File: src/rtl/hdmi_line_dma.sv
// hdmi_line_dma: line-fetch DMA engine for the HDMI output path (system clock).
// Each line request issues cfg_bn_cnt normal read bursts plus one last burst and
// writes the returned 16-bit words into a ring of 2^NBUF_LOG2 line buffers.
// Optional feature macro: HDMI_LINE_DMA_VREPEAT_EN (fetch only every
// cfg_vrep+1 requests, so one fetched line is repeated on screen).
`timescale 1ns/1ps

module hdmi_line_dma #(
    parameter int ADDR_W    = 23,
    parameter int LEN_W     = 7,
    parameter int BUF_AW    = 9,
    parameter int NBUF_LOG2 = 1,
    parameter int CNT_W     = 7
) (
    input  logic                        clk,
    input  logic                        rst_n,
    input  logic                        cfg_run,
    input  logic [ADDR_W-1:0]           cfg_base,
    input  logic [CNT_W-1:0]            cfg_bn_cnt,
    input  logic [LEN_W-1:0]            cfg_bn_len,
    input  logic [LEN_W-1:0]            cfg_bl_len,
    input  logic [LEN_W:0]              cfg_bl_inc,
`ifdef HDMI_LINE_DMA_VREPEAT_EN
    input  logic [1:0]                  cfg_vrep,
`endif
    input  logic                        lreq_stb,
    input  logic                        lreq_first,
    output logic [ADDR_W-1:0]           mi_addr,
    output logic [LEN_W-1:0]            mi_len,
    output logic                        mi_rw,
    output logic                        mi_valid,
    input  logic                        mi_ready,
    input  logic [15:0]                 mi_rdata,
    input  logic                        mi_rstb,
    input  logic                        mi_rlast,
    output logic [NBUF_LOG2+BUF_AW-1:0] buf_waddr,
    output logic [15:0]                 buf_wdata,
    output logic                        buf_wren,
    output logic                        stat_busy,
    output logic                        stat_overrun,
    output logic                        stat_trunc,
    input  logic                        stat_clr
);

    localparam logic [1:0] IDLE  = 2'd0;
    localparam logic [1:0] REQ   = 2'd1;
    localparam logic [1:0] DRAIN = 2'd2;

    localparam logic [BUF_AW-1:0] WORD_MAX = '1;

    logic [1:0]           state;
    logic [ADDR_W-1:0]    addr;
    logic [CNT_W-1:0]     bcnt;
    logic [CNT_W:0]       outst;
    logic [NBUF_LOG2-1:0] bidx;
    logic [BUF_AW-1:0]    word;
    logic                 word_full;
    logic                 pend_vld;
    logic                 pend_first;
    logic                 hs;
    logic                 rd_ok;
    logic                 rdone;
    logic                 wr;
    logic                 drop;
    logic                 req_hit;
    logic                 start;
    logic                 start_first;

    // Next burst address: increment fields are length-1 encoded, wrap at 2^ADDR_W.
    function automatic logic [ADDR_W-1:0] addr_step(input logic [ADDR_W-1:0] a,
                                                    input logic [LEN_W:0]    inc);
        return a + ADDR_W'(inc) + ADDR_W'(1);
    endfunction

    // Word index saturates on the last buffer entry.
    function automatic logic [BUF_AW-1:0] word_sat_inc(input logic [BUF_AW-1:0] w);
        return (w == WORD_MAX) ? w : w + 1'b1;
    endfunction

    assign hs    = mi_valid & mi_ready;
    assign rd_ok = mi_rstb & (outst != '0);
    assign rdone = rd_ok & mi_rlast;
    assign wr    = rd_ok & ~word_full;
    assign drop  = rd_ok & word_full;

    assign mi_rw     = 1'b1;
    assign mi_valid  = (state == REQ);
    assign mi_addr   = addr;
    assign mi_len    = (state != REQ) ? '0 : ((bcnt == '0) ? cfg_bl_len : cfg_bn_len);
    assign buf_wren  = wr;
    assign buf_waddr = {bidx, word};
    assign buf_wdata = mi_rdata;
    assign stat_busy = (state != IDLE);

`ifdef HDMI_LINE_DMA_VREPEAT_EN
    logic [1:0] phase;
    logic [1:0] phase_nxt;

    // Request phase: a first-line request restarts the repeat cycle.
    always_comb begin
        phase_nxt = (lreq_first || phase == cfg_vrep) ? 2'd0 : phase + 2'd1;
    end

    assign req_hit = lreq_stb & (phase_nxt == 2'd0);

    // Track the repeat phase on every request strobe.
    always_ff @(posedge clk or negedge rst_n) begin
        if (!rst_n)
            phase <= 2'd0;
        else if (lreq_stb)
            phase <= phase_nxt;
    end
`else
    assign req_hit = lreq_stb;
`endif

    // A held pending request counts as a strobe once the engine is idle.
    assign start       = (state == IDLE) & cfg_run & (req_hit | pend_vld);
    assign start_first = req_hit ? lreq_first : pend_first;

    // Burst sequencer: line start, request handshakes, then wait for data.
    always_ff @(posedge clk or negedge rst_n) begin
        if (!rst_n) begin
            state <= IDLE;
            addr  <= '0;
            bcnt  <= '0;
            bidx  <= '0;
        end else begin
            case (state)
                IDLE: begin
                    if (start) begin
                        state <= REQ;
                        bcnt  <= cfg_bn_cnt;
                        if (start_first) begin
                            addr <= cfg_base;
                            bidx <= '0;
                        end else begin
                            bidx <= bidx + 1'b1;
                        end
                    end
                end
                REQ: begin
                    if (hs) begin
                        addr <= addr_step(addr, (bcnt == '0) ? cfg_bl_inc : {1'b0, cfg_bn_len});
                        bcnt <= bcnt - 1'b1;
                        // Dropping cfg_run cancels the bursts not yet presented.
                        if (bcnt == '0 || !cfg_run)
                            state <= DRAIN;
                    end
                end
                DRAIN: begin
                    if (outst == '0)
                        state <= IDLE;
                end
                default: state <= IDLE;
            endcase
        end
    end

    // Outstanding bursts: accepted requests not yet finished by rlast.
    always_ff @(posedge clk or negedge rst_n) begin
        if (!rst_n)
            outst <= '0;
        else if (hs && !rdone)
            outst <= outst + 1'b1;
        else if (rdone && !hs)
            outst <= outst - 1'b1;
    end

    // Buffer word index; once the last entry is written the line is full.
    always_ff @(posedge clk or negedge rst_n) begin
        if (!rst_n) begin
            word      <= '0;
            word_full <= 1'b0;
        end else if (start) begin
            word      <= '0;
            word_full <= 1'b0;
        end else if (wr) begin
            if (word == WORD_MAX)
                word_full <= 1'b1;
            word <= word_sat_inc(word);
        end
    end

    // One-deep pending slot: the newest request taken while busy wins.
    always_ff @(posedge clk or negedge rst_n) begin
        if (!rst_n) begin
            pend_vld   <= 1'b0;
            pend_first <= 1'b0;
        end else if (!cfg_run) begin
            pend_vld <= 1'b0;
        end else if (req_hit && state != IDLE) begin
            pend_vld   <= 1'b1;
            pend_first <= lreq_first;
        end else if (start) begin
            pend_vld <= 1'b0;
        end
    end

    // Sticky status flags; a clear wins over a simultaneous set.
    always_ff @(posedge clk or negedge rst_n) begin
        if (!rst_n) begin
            stat_overrun <= 1'b0;
            stat_trunc   <= 1'b0;
        end else if (stat_clr) begin
            stat_overrun <= 1'b0;
            stat_trunc   <= 1'b0;
        end else begin
            if (req_hit && state != IDLE)
                stat_overrun <= 1'b1;
            if (drop)
                stat_trunc <= 1'b1;
        end
    end

endmodule
File: config.mk
export PLATFORM = sky130hd
export DESIGN_NAME = hdmi_line_dma
export DESIGN_NICKNAME = d
export VERILOG_FILES = /design/src/rtl/hdmi_line_dma.sv
export SDC_FILE = /design/constraint.sdc
export NUM_CORES = 1
export LEC_CHECK = 0
export ABC_AREA = 1
export CAP_MARGIN = 0
export CORE_MARGIN = 2
export CORE_UTILIZATION = 43
export CTS_CLUSTER_SIZE = 40
export DETAILED_ROUTE_END_ITERATION = 7
export GPL_TIMING_DRIVEN = 0
export PLACE_DENSITY = 0.89
export SLEW_MARGIN = 30
export SYNTH_ARGS = -nofsm -noshare
export SYNTH_HDL_FRONTEND = slang
export SYNTH_SLANG_ARGS = --single-unit
File: constraint.sdc
create_clock -name clk -period 2.7 [get_ports clk]
set_clock_uncertainty 0.2 [all_clocks]
set_input_delay 0.54 -clock clk [delete_from_list [all_inputs] [get_ports clk]]
set_output_delay 0.54 -clock clk [all_outputs]
set_load 0.1 [all_outputs]
After elaboration in Yosys (flattened, before gate mapping)
Index checks and enable logic that the tools add are counted.

storage, ports and cells
  input bits = 77
  word-level logic and storage cells = 95
  bits in read-only memories = 0
  bits in latches = 0
  bits in writable memories = 0
  memories = 0
  register bits after elaboration = 55

cells by class
  bitwise gates (word level) = 9
  eq/ne operators = 11
  div/mod/pow operators = 0
  muxes and demuxes = 32
  order comparisons = 0
  $mul = 0
  reductions and logical operators = 25
  add/sub/neg operators = 7
  shift-type cells = 0

operator list
  kind                                                                      number
  23-bit two-way mux                                                        3
  23-bit one-hot mux with 2 select lines                                    1
  7-bit two-way mux                                                         4
  9-bit two-way mux                                                         3
  8-bit two-way mux                                                         3
  23-bit by 1-bit adder with 23-bit output (second input constant)          1
  23-bit by 8-bit adder with 23-bit output                                  1
  7-bit one-hot mux with 2 select lines                                     1
  2-bit nonzero test                                                        7
  1-bit two-way mux                                                         12
  9-bit by 1-bit adder with 9-bit output (second input constant)            1
  9-bit equality test (second input constant)                               1
  8-bit by 1-bit adder with 8-bit output (second input constant)            1
  8-bit zero test                                                           1
  2-bit two-way mux                                                         4
  2-bit inequality test (second input constant)                             4
  2-bit AND reduction                                                       4
  4-bit AND reduction                                                       2
  8-bit nonzero test                                                        1
  8-bit by 1-bit subtractor with 8-bit output (second input constant)       1
  1-bit bitwise AND                                                         7
  7-bit zero test                                                           1
  7-bit by 1-bit subtractor with 7-bit output (second input constant)       1
  2-bit by 1-bit inequality test with 1-bit output (second input constant)  3
  other kinds (12)                                                          16

Longest topological paths before layout
Gate-level depths: netlist of the first run.

  depth after elaboration = 6
  mapped depth = 21
  mapped depth without buffers = 20

Least setup slack after synthesis of the first run
Ideal clock, no wire load.

  path type = register -> output
  from = register bcnt[3]
  to = output port mi_len[3]
  slack = -749 ps
  required time = 1960 ps
  arrival time = 2709 ps
  stages on the path, launching flop included = 9
  path buffers = 1
  path through = dfrtp_1 inv_1 nand3_1 nor2_1 nand3_1 inv_2 buf_2 nand2_1 a21oi_1

between the ends
  longest elaborated chain between the ends = 3

ends and longest elaborated chain
  what                             line  RTL
  from (decl)                      53    logic [CNT_W-1:0] bcnt;
  from (signal assigned)           133   bcnt <= cfg_bn_cnt;
  from (signal assigned)           145   bcnt <= bcnt - 1'b1;
  7-bit zero test                  89    assign mi_len = (state != REQ) ? '0 : ((bcnt == '0) ? cfg_bl_len : cfg_bn_len);
  7-bit two-way mux (2 in series)  89
  to (decl)                        29    output logic [LEN_W-1:0] mi_len,

Every way passes these cells.

Worst setup path in the final report of the first run
  from = register bcnt[5]
  to = register addr[6], in the netlist mi_addr[6]

between the ends
  longest elaborated chain between the ends = 6

ends and longest elaborated chain
  what                                      line  RTL
  7-bit zero test                           144   addr <= addr_step(addr, (bcnt == '0) ? cfg_bl_inc : {1'b0, cfg_bn_len});
  8-bit two-way mux                         144
  23-bit by 8-bit adder with 23-bit output  72    return a + ADDR_W'(inc) + ADDR_W'(1);
  23-bit by 1-bit adder with 23-bit output  72
  23-bit two-way mux                        143   if (hs) begin
  23-bit one-hot mux with 2 select lines    129   case (state)
  to (signal assigned)                      135   addr <= cfg_base;
  to (signal assigned)                      144
  to (decl)                                 52    logic [ADDR_W-1:0] addr;

Every way passes these cells. The select of a mux whose other input is x is not followed.
A chain may end at the register's enable or synchronous reset.

==> metrics.yaml, run 1 <==
outcome: "finished with violations"
violations: "setup timing"
drtPass1Iterations: 7
synth_edf_count: 0
antenna_cells: 0
setup-tns-final_ps: -1540
dp_cells: 904
tightest_slew_ps: 1020
cp.arrival_ps: 2900
dieArea_um2: 10800
clk_pin_slew_ps: 110
drt-wirelength-per-cell_um: 17.0
drive_gt1_frac: 0.256
layout_commonest_cell: "nand2_1"
ant_nets: 0
netlist_area_um2: 4270
slew_headroom: 0.325
setup_ws_ps: -185
cts.sink_count: 55
die_y_um: 104
grt_setup_unrepaired: "yes"
cts_buffers: 5
core-area_um2: 9730
place_congestion: 0.939
yosys_register_bits: 55
dpl.hpwl_mm: 9.31
path_max_fanout: 7
leakage_nw: 3.32
track_usage: 0.234
holdWs_ps: 327
place_ws_ps: -1000
die_w_um: 104
drt_iter0_drc: 373
grt_max_degree: 42
syn_to_final_growth_pct: 58.9
worstSetupPathType: "reg -> reg"
async_reset_ff_frac: 1.00
slew_violations: 0
critPathRequiredTime_ps: 2710
powerDensity_nw_per_um2: 1370
fin_crit_sh: 1.07
critPathLaunchType: "flop"
hold_class: "reg -> reg"
portBuffers: 121
vias_per_cell: 5.53
cts_tree: "built"
routed_wl_mm: 16.0
drc: 0
cp-end-kind: "flop"
synth_cells: 649
start_util: 0.439
fin_nets: 908
hold_violations: 0
clk_latency_ps: 320
mostFrequentLayoutCells: "nand2_1 (161), clkdlybuf4s50_1 (96), nor2_1 (60)"
cts_root_buf: "clkbuf_8"
vias: 5210
min_period_ps: 2890
max-vdd-ir-drop_v: 0.000846
final_cells: 942
synthFlopType: "dfrtp_1"
maxCapViolCount: 0
num_rows: 36
setup_viol_count_final: 19
max_freq_ghz: 0.347
ios: 139
yosysWarningCount: 0
rrSetupSlack_ps: -190
grt_pass1_vias: 4614
synth_cell_types: 36
cts_buffer_depth: 2
synth_fp_nets: 749
avgSynthCellArea_um2: 6.58
power_mw: 9.29
cts_max_level: 2
ys_seq_area_frac: 0.322
grt_pass1_wl_mm: 21.2
grt_antenna_before_repair: 0
globalRoute.totalOverflow: 0
final timing paths:
| check | end | cells after the start | startpoint |
|---|---|---|---|
| setup / recovery | mi_addr[6] | 17 | bcnt[5] |
| hold / removal | pend_first | 2 | pend_first |
| setup reg to reg | mi_addr[6] | 17 | bcnt[5] |
| hold reg to reg | pend_first | 2 | pend_first |
| max in group asynchronous | word[0] | 3 | rst_n |
| min in group asynchronous | mi_addr[20] | 2 | rst_n |
stage by stage:
stage / utilization / cell area (um2)
after CTS: 0.627 / 6100
after global routing: 0.698 / 6790
after global placement: 0.595 / 5790
final: 0.698 / 6790
after floorplan: - / 4410
after detailed placement: 0.597 / 5810
cells in the mapped netlist, types with 2 or more instances:
cell      number  area share
clkbuf_1      11      0.0097
fa_1           2      0.0094
inv_2         12       0.011
dfrtp_1       55        0.32
buf_4         22       0.039
o21ai_1       21       0.025
nand4_1       10       0.015
xnor2_1        4      0.0082
ha_1          21       0.061
nor3_1         5      0.0059
nor2_2         2      0.0029
nor2_1        67       0.059
o22ai_1        5      0.0073
a21o_1         3      0.0053
buf_2          3      0.0035
inv_1         70       0.061
nand3_1       65       0.076
or2_2          2      0.0029
o21ai_0       11       0.013
o211ai_1       2      0.0035
xor2_1        14       0.029
a31oi_1        5      0.0073
nand2_1      204        0.18
a21oi_1       21       0.025
critical path, cell delays in order (launching register included):
cell      delay (ps)
dfrtp_1          410
inv_2             80
nand3_2           90
nor2_4           120
nand3_4          160
nand2_4          100
a21boi_4         180
ha_2             200
inv_2             60
fa_2             360
nand3_2           90
nand2_4           70
buf_4            140
nand2_1           50
nand2_1           70
xor2_1           160
o21ai_1          150
nand2_1           80
state kept, by name, indices dropped and copies added (netlist names):
name / cells
stat_trunc: 1
bcnt: 7
pend_first: 1
stat_overrun: 1
bidx: 1
state: 2
mi_addr: 23
outst: 8
word: 9
word_full: 1
pend_vld: 1
report_power, final:
| group | switching, mW | total, mW | internal, mW |
|---|---|---|---|
| Combinational | 4.88 | 7.12 | 2.24 |
| Clock | 0.295 | 0.479 | 0.184 |
| Sequential | 0.483 | 1.69 | 1.21 |
| Total | 5.66 | 9.29 | 3.63 |
metal layers:
| metal | global-route usage | up-vias | share of wire |
|---|---|---|---|
| met5 | 0 | - | 0 |
| met1 | 0.290 | 2360 | 0.36 |
| met3 | 0.0321 | 106 | 0.087 |
| met2 | 0.412 | 375 | 0.49 |
| met4 | 0.0907 | 0 | 0.060 |
| li1 | - | 2369 | - |
what timing repair did:
item | 4_1_cts | 5_1_grt
hold endpoints to repair | 14 | 0
pin swaps | 10 | 37
endpoints found under the setup margin | 35 | 42
gates resized for setup | 82 | 142
gates cloned | 1 | 1
setup buffers | 15 | 13
hold buffers | 1 | 0
cell type report:
type	count	area, um2
Buffer	35	244
Clock buffer	7	76.3
Clock inverter	1	5.00
Fill cell	667	2940
Inverter	83	317
Multi-Input combinational cell	475	3000
Sequential cell	55	1380
Tap cell	133	166
Timing Repair Buffer	153	1600
cell families after synthesis:
kind of cell	Yosys count	share of synthesized area
flops	55	0.322
other cells	1	0.000878
simple gates	361	0.352
xor+xnor	18	0.0369
fa+ha+maj	23	0.0709
buf+inv	119	0.125
compound gates	72	0.0925
Note: power is estimated with default switching activity, not from simulation.
==> inputs of run 2 (changes only) <==
--- a/config.mk
+++ b/config.mk
@@ -9,6 +9,7 @@
 export CAP_MARGIN = 0
 export CORE_MARGIN = 2
 export CORE_UTILIZATION = 43
+export CTS_CLUSTER_DIAMETER = 50
 export CTS_CLUSTER_SIZE = 40
 export DETAILED_ROUTE_END_ITERATION = 7
 export GPL_TIMING_DRIVEN = 0
==> results of run 2 <==
Final layout, timing and power as in run 1 (identical DEF).
==> inputs of run 3 (changes only) <==
--- a/config.mk
+++ b/config.mk
@@ -13,7 +13,7 @@
 export CTS_CLUSTER_SIZE = 40
 export DETAILED_ROUTE_END_ITERATION = 7
 export GPL_TIMING_DRIVEN = 0
-export PLACE_DENSITY = 0.89
+export PLACE_DENSITY = 0.78
 export SLEW_MARGIN = 30
 export SYNTH_ARGS = -nofsm -noshare
 export SYNTH_HDL_FRONTEND = slang
==> run 3 against run 2 <==
Net effect:
- sequential share of layout area rose by 0.63 points
- sequential power fell by 2%
- maximum frequency rose by 2.8%
- the flow still finishes with violations (setup timing)
- first-iteration DRC count fell by 31%
- hold slack got worse by 17 ps
- critical path depth rose by 1
- clock power rose by 8.1%
- design area fell by 3.2%
==> metrics.yaml, run 3 (same netlist as run 1, synthesis figures left out) <==
outcome: "finished with violations"
violations: "setup timing"
hold_violations: 0  # unchanged
crit-reg2reg-capture: "mi_addr[22]"
die_w_um: 104  # unchanged
drive_gt1_frac: 0.226  # -0.0303
syn_to_final_growth_pct: 53.9
path_max_fanout: 5  # -2
portBuffers: 121  # unchanged
crit_path_top_delay_cell: "dfrtp_1"
wl_met2_mm: 6.74  # -14%
clk_pin_slew_ps: 120  # about the same
grt_pass1_vias: 4485  # -2.8%
regToRegStartpoint: "bcnt[3]"
track_usage: 0.228  # -0.00613
max-vdd-ir-drop_v: 0.000724  # -14%
drc: 0  # unchanged
maxCapViolCount: 0  # unchanged
critPathLaunchType: "flop"
drt_iter0_drc: 257  # -31%
slew_violations: 0  # unchanged
cpMostUsedCell: "nand2_2"
layout_commonest_cell: "nand2_1"
place_congestion: 0.914  # -2.6%
placed_area_um2: 5810  # +0.13%
largest_reg_flops: 23  # unchanged
powerDensity_nw_per_um2: 1340  # -1.8%
slew_headroom: 0.317  # -0.00741
hold_end: "stat_overrun"
hp-start: "stat_overrun"
dieArea_um2: 10800  # unchanged
grt_setup_unrepaired: "yes"
critPathRequiredTime_ps: 2720  # about the same
cts_buffers: 5  # unchanged
grt_antenna_before_repair: 0  # unchanged
min_period_ps: 2810  # -78.4 ps
cts_tree: "built"
route.met3.wl_um: 801  # -42%
rr_worst_depth: 18  # +1
die_y_um: 104  # unchanged
max_freq_ghz: 0.356  # +2.8%
power_mw: 8.84  # -4.9%
grt_max_degree: 47  # +12%
hold_class: "reg -> reg"
ios: 139  # unchanged
drt-met1-wl_mm: 5.54  # -4.8%
start_util: 0.439  # unchanged
setup_ws_ps: -107  # +78.4 ps
path_cells: "inv_2 -> nand3_4 -> nor2_4 -> nand3_4 -> nand2_2 -> a21boi_2 -> ha_2 -> inv_4 -> fa_2 -> nand3_2 -> nand2_2 -> nand2_2 -> nand2_4 -> buf_8 -> nand4_1 -> nand3_1 -> nand2_1 -> nand2_1"
cp-end-kind: "flop"
stdcell_area_um2: 6570  # -3.2%
fin_nets: 906  # -0.22%
holdPathStages: 2  # unchanged
leakage_nw: 3.26  # -1.7%
cts.sink_count: 55  # unchanged
tightest_slew_ps: 1030  # +11.2 ps
grt_pass1_wl_mm: 20.7  # -2.5%
vias_per_cell: 5.12  # -7.3%
cts_max_level: 2  # unchanged
setup_viol_count_final: 9  # -10
drtPass1Iterations: 6  # -1
cp.arrival_ps: 2830  # -70 ps
fin_crit_sh: 1.04  # -0.0290
antenna_cells: 0  # unchanged
routed.top_layer: "met4"
rrSetupSlack_ps: -110  # +80 ps
mostFrequentLayoutCells: "nand2_1 (177), clkdlybuf4s50_1 (91), inv_1 (63)"
ant_nets: 0  # unchanged
worstSetupPathType: "reg -> reg"
num_rows: 36  # unchanged
routed_wl_mm: 13.3  # -17%
cts_buffer_depth: 2  # unchanged
cpPeakStageDelay_ps: 410  # about the same
dpl.hpwl_mm: 9.27  # -0.45%
cts_root_buf: "clkbuf_8"
clk_latency_ps: 330  # about the same
globalRoute.totalOverflow: 0  # unchanged
vias: 4817  # -7.5%
core-area_um2: 9730  # unchanged
holdWs_ps: 311  # -16.5 ps
drt-wirelength-per-cell_um: 14.2  # -17%
==> run 3: cell count changes in the layout (fill, tap and decap cells not counted), sizes merged <==
| cell | change |
|---|---|
| dlygate4sd2 | +3 |
| clkinv | -1 |
| dlymetal6s2s | +2 |
| inv | +3 |
| clkbuf | -2 |
| buf | -2 |
| clkdlybuf4s50 | -5 |
==> run 3: cell type report <==
cell class / instances / area, um2
fillers: 798 / 3160
multi-input cells: 475 / 2870
repair buffers: 151 / 1500
flip-flops and latches: 55 / 1380
inverters: 83 / 319
plain buffers: 35 / 246
well taps: 133 / 166
clock buffers: 5 / 68.8
clock inverters: 3 / 26.3
==> run 3: where the power goes <==
part	leakage, nW	internal (mW)	switching (mW)	total, mW
clock	0.0495	0.194	0.324	0.518
sequential	0.676	1.21	0.442	1.65
combinational	2.53	2.12	4.55	6.67
==> run 3: worst max-delay path, delay by kind of cell, from the launching register on <==
family          cells  cell delay (ps)
simple gates       12             1090
fa+ha+maj           2              590
flops               1              410
buf+inv             3              260
compound gates      1              160
==> run 3: routing by layer <==
metal  vias up  GRT usage
met3        27     0.0390
li1       2364          -
met1      2259      0.288
met5         -          0
met4         0     0.0454
met2       167      0.410
==> run 3: timing repair <==
action,4_1_cts,5_1_grt
buffers inserted,13,15
gates resized for setup,79,91
endpoints found under the hold margin,9,0
endpoints found under the setup margin,38,46
cloned,1,0
pin swaps,11,23
hold buffers,1,0
==> run 3: through the flow <==
step	worst slack (ps)	setup TNS, ps	utilization	std cells
finish	-107	-784	0.676	940
global route	-272	-2620	0.676	940
CTS	1.93	0	0.627	926
detailed placement	-915	-12110	0.598	904
global placement	-1210	-66580	0.595	903
floorplan	-129	-257	-	649
==> run 3: how the worst max path moves through the flow <==
stage,from,endpoint,slack [ps],cells after the start
final,bcnt[3],mi_addr[22],-110,18
after global routing,bcnt[5],mi_addr[22],-270,18
after CTS,bcnt[3],mi_addr[11],2,19
after detailed placement,state[0],mi_len[5],-910,7
after global placement,rst_n,word[1],-1210,1
after floorplan,state[0],mi_len[0],-130,6
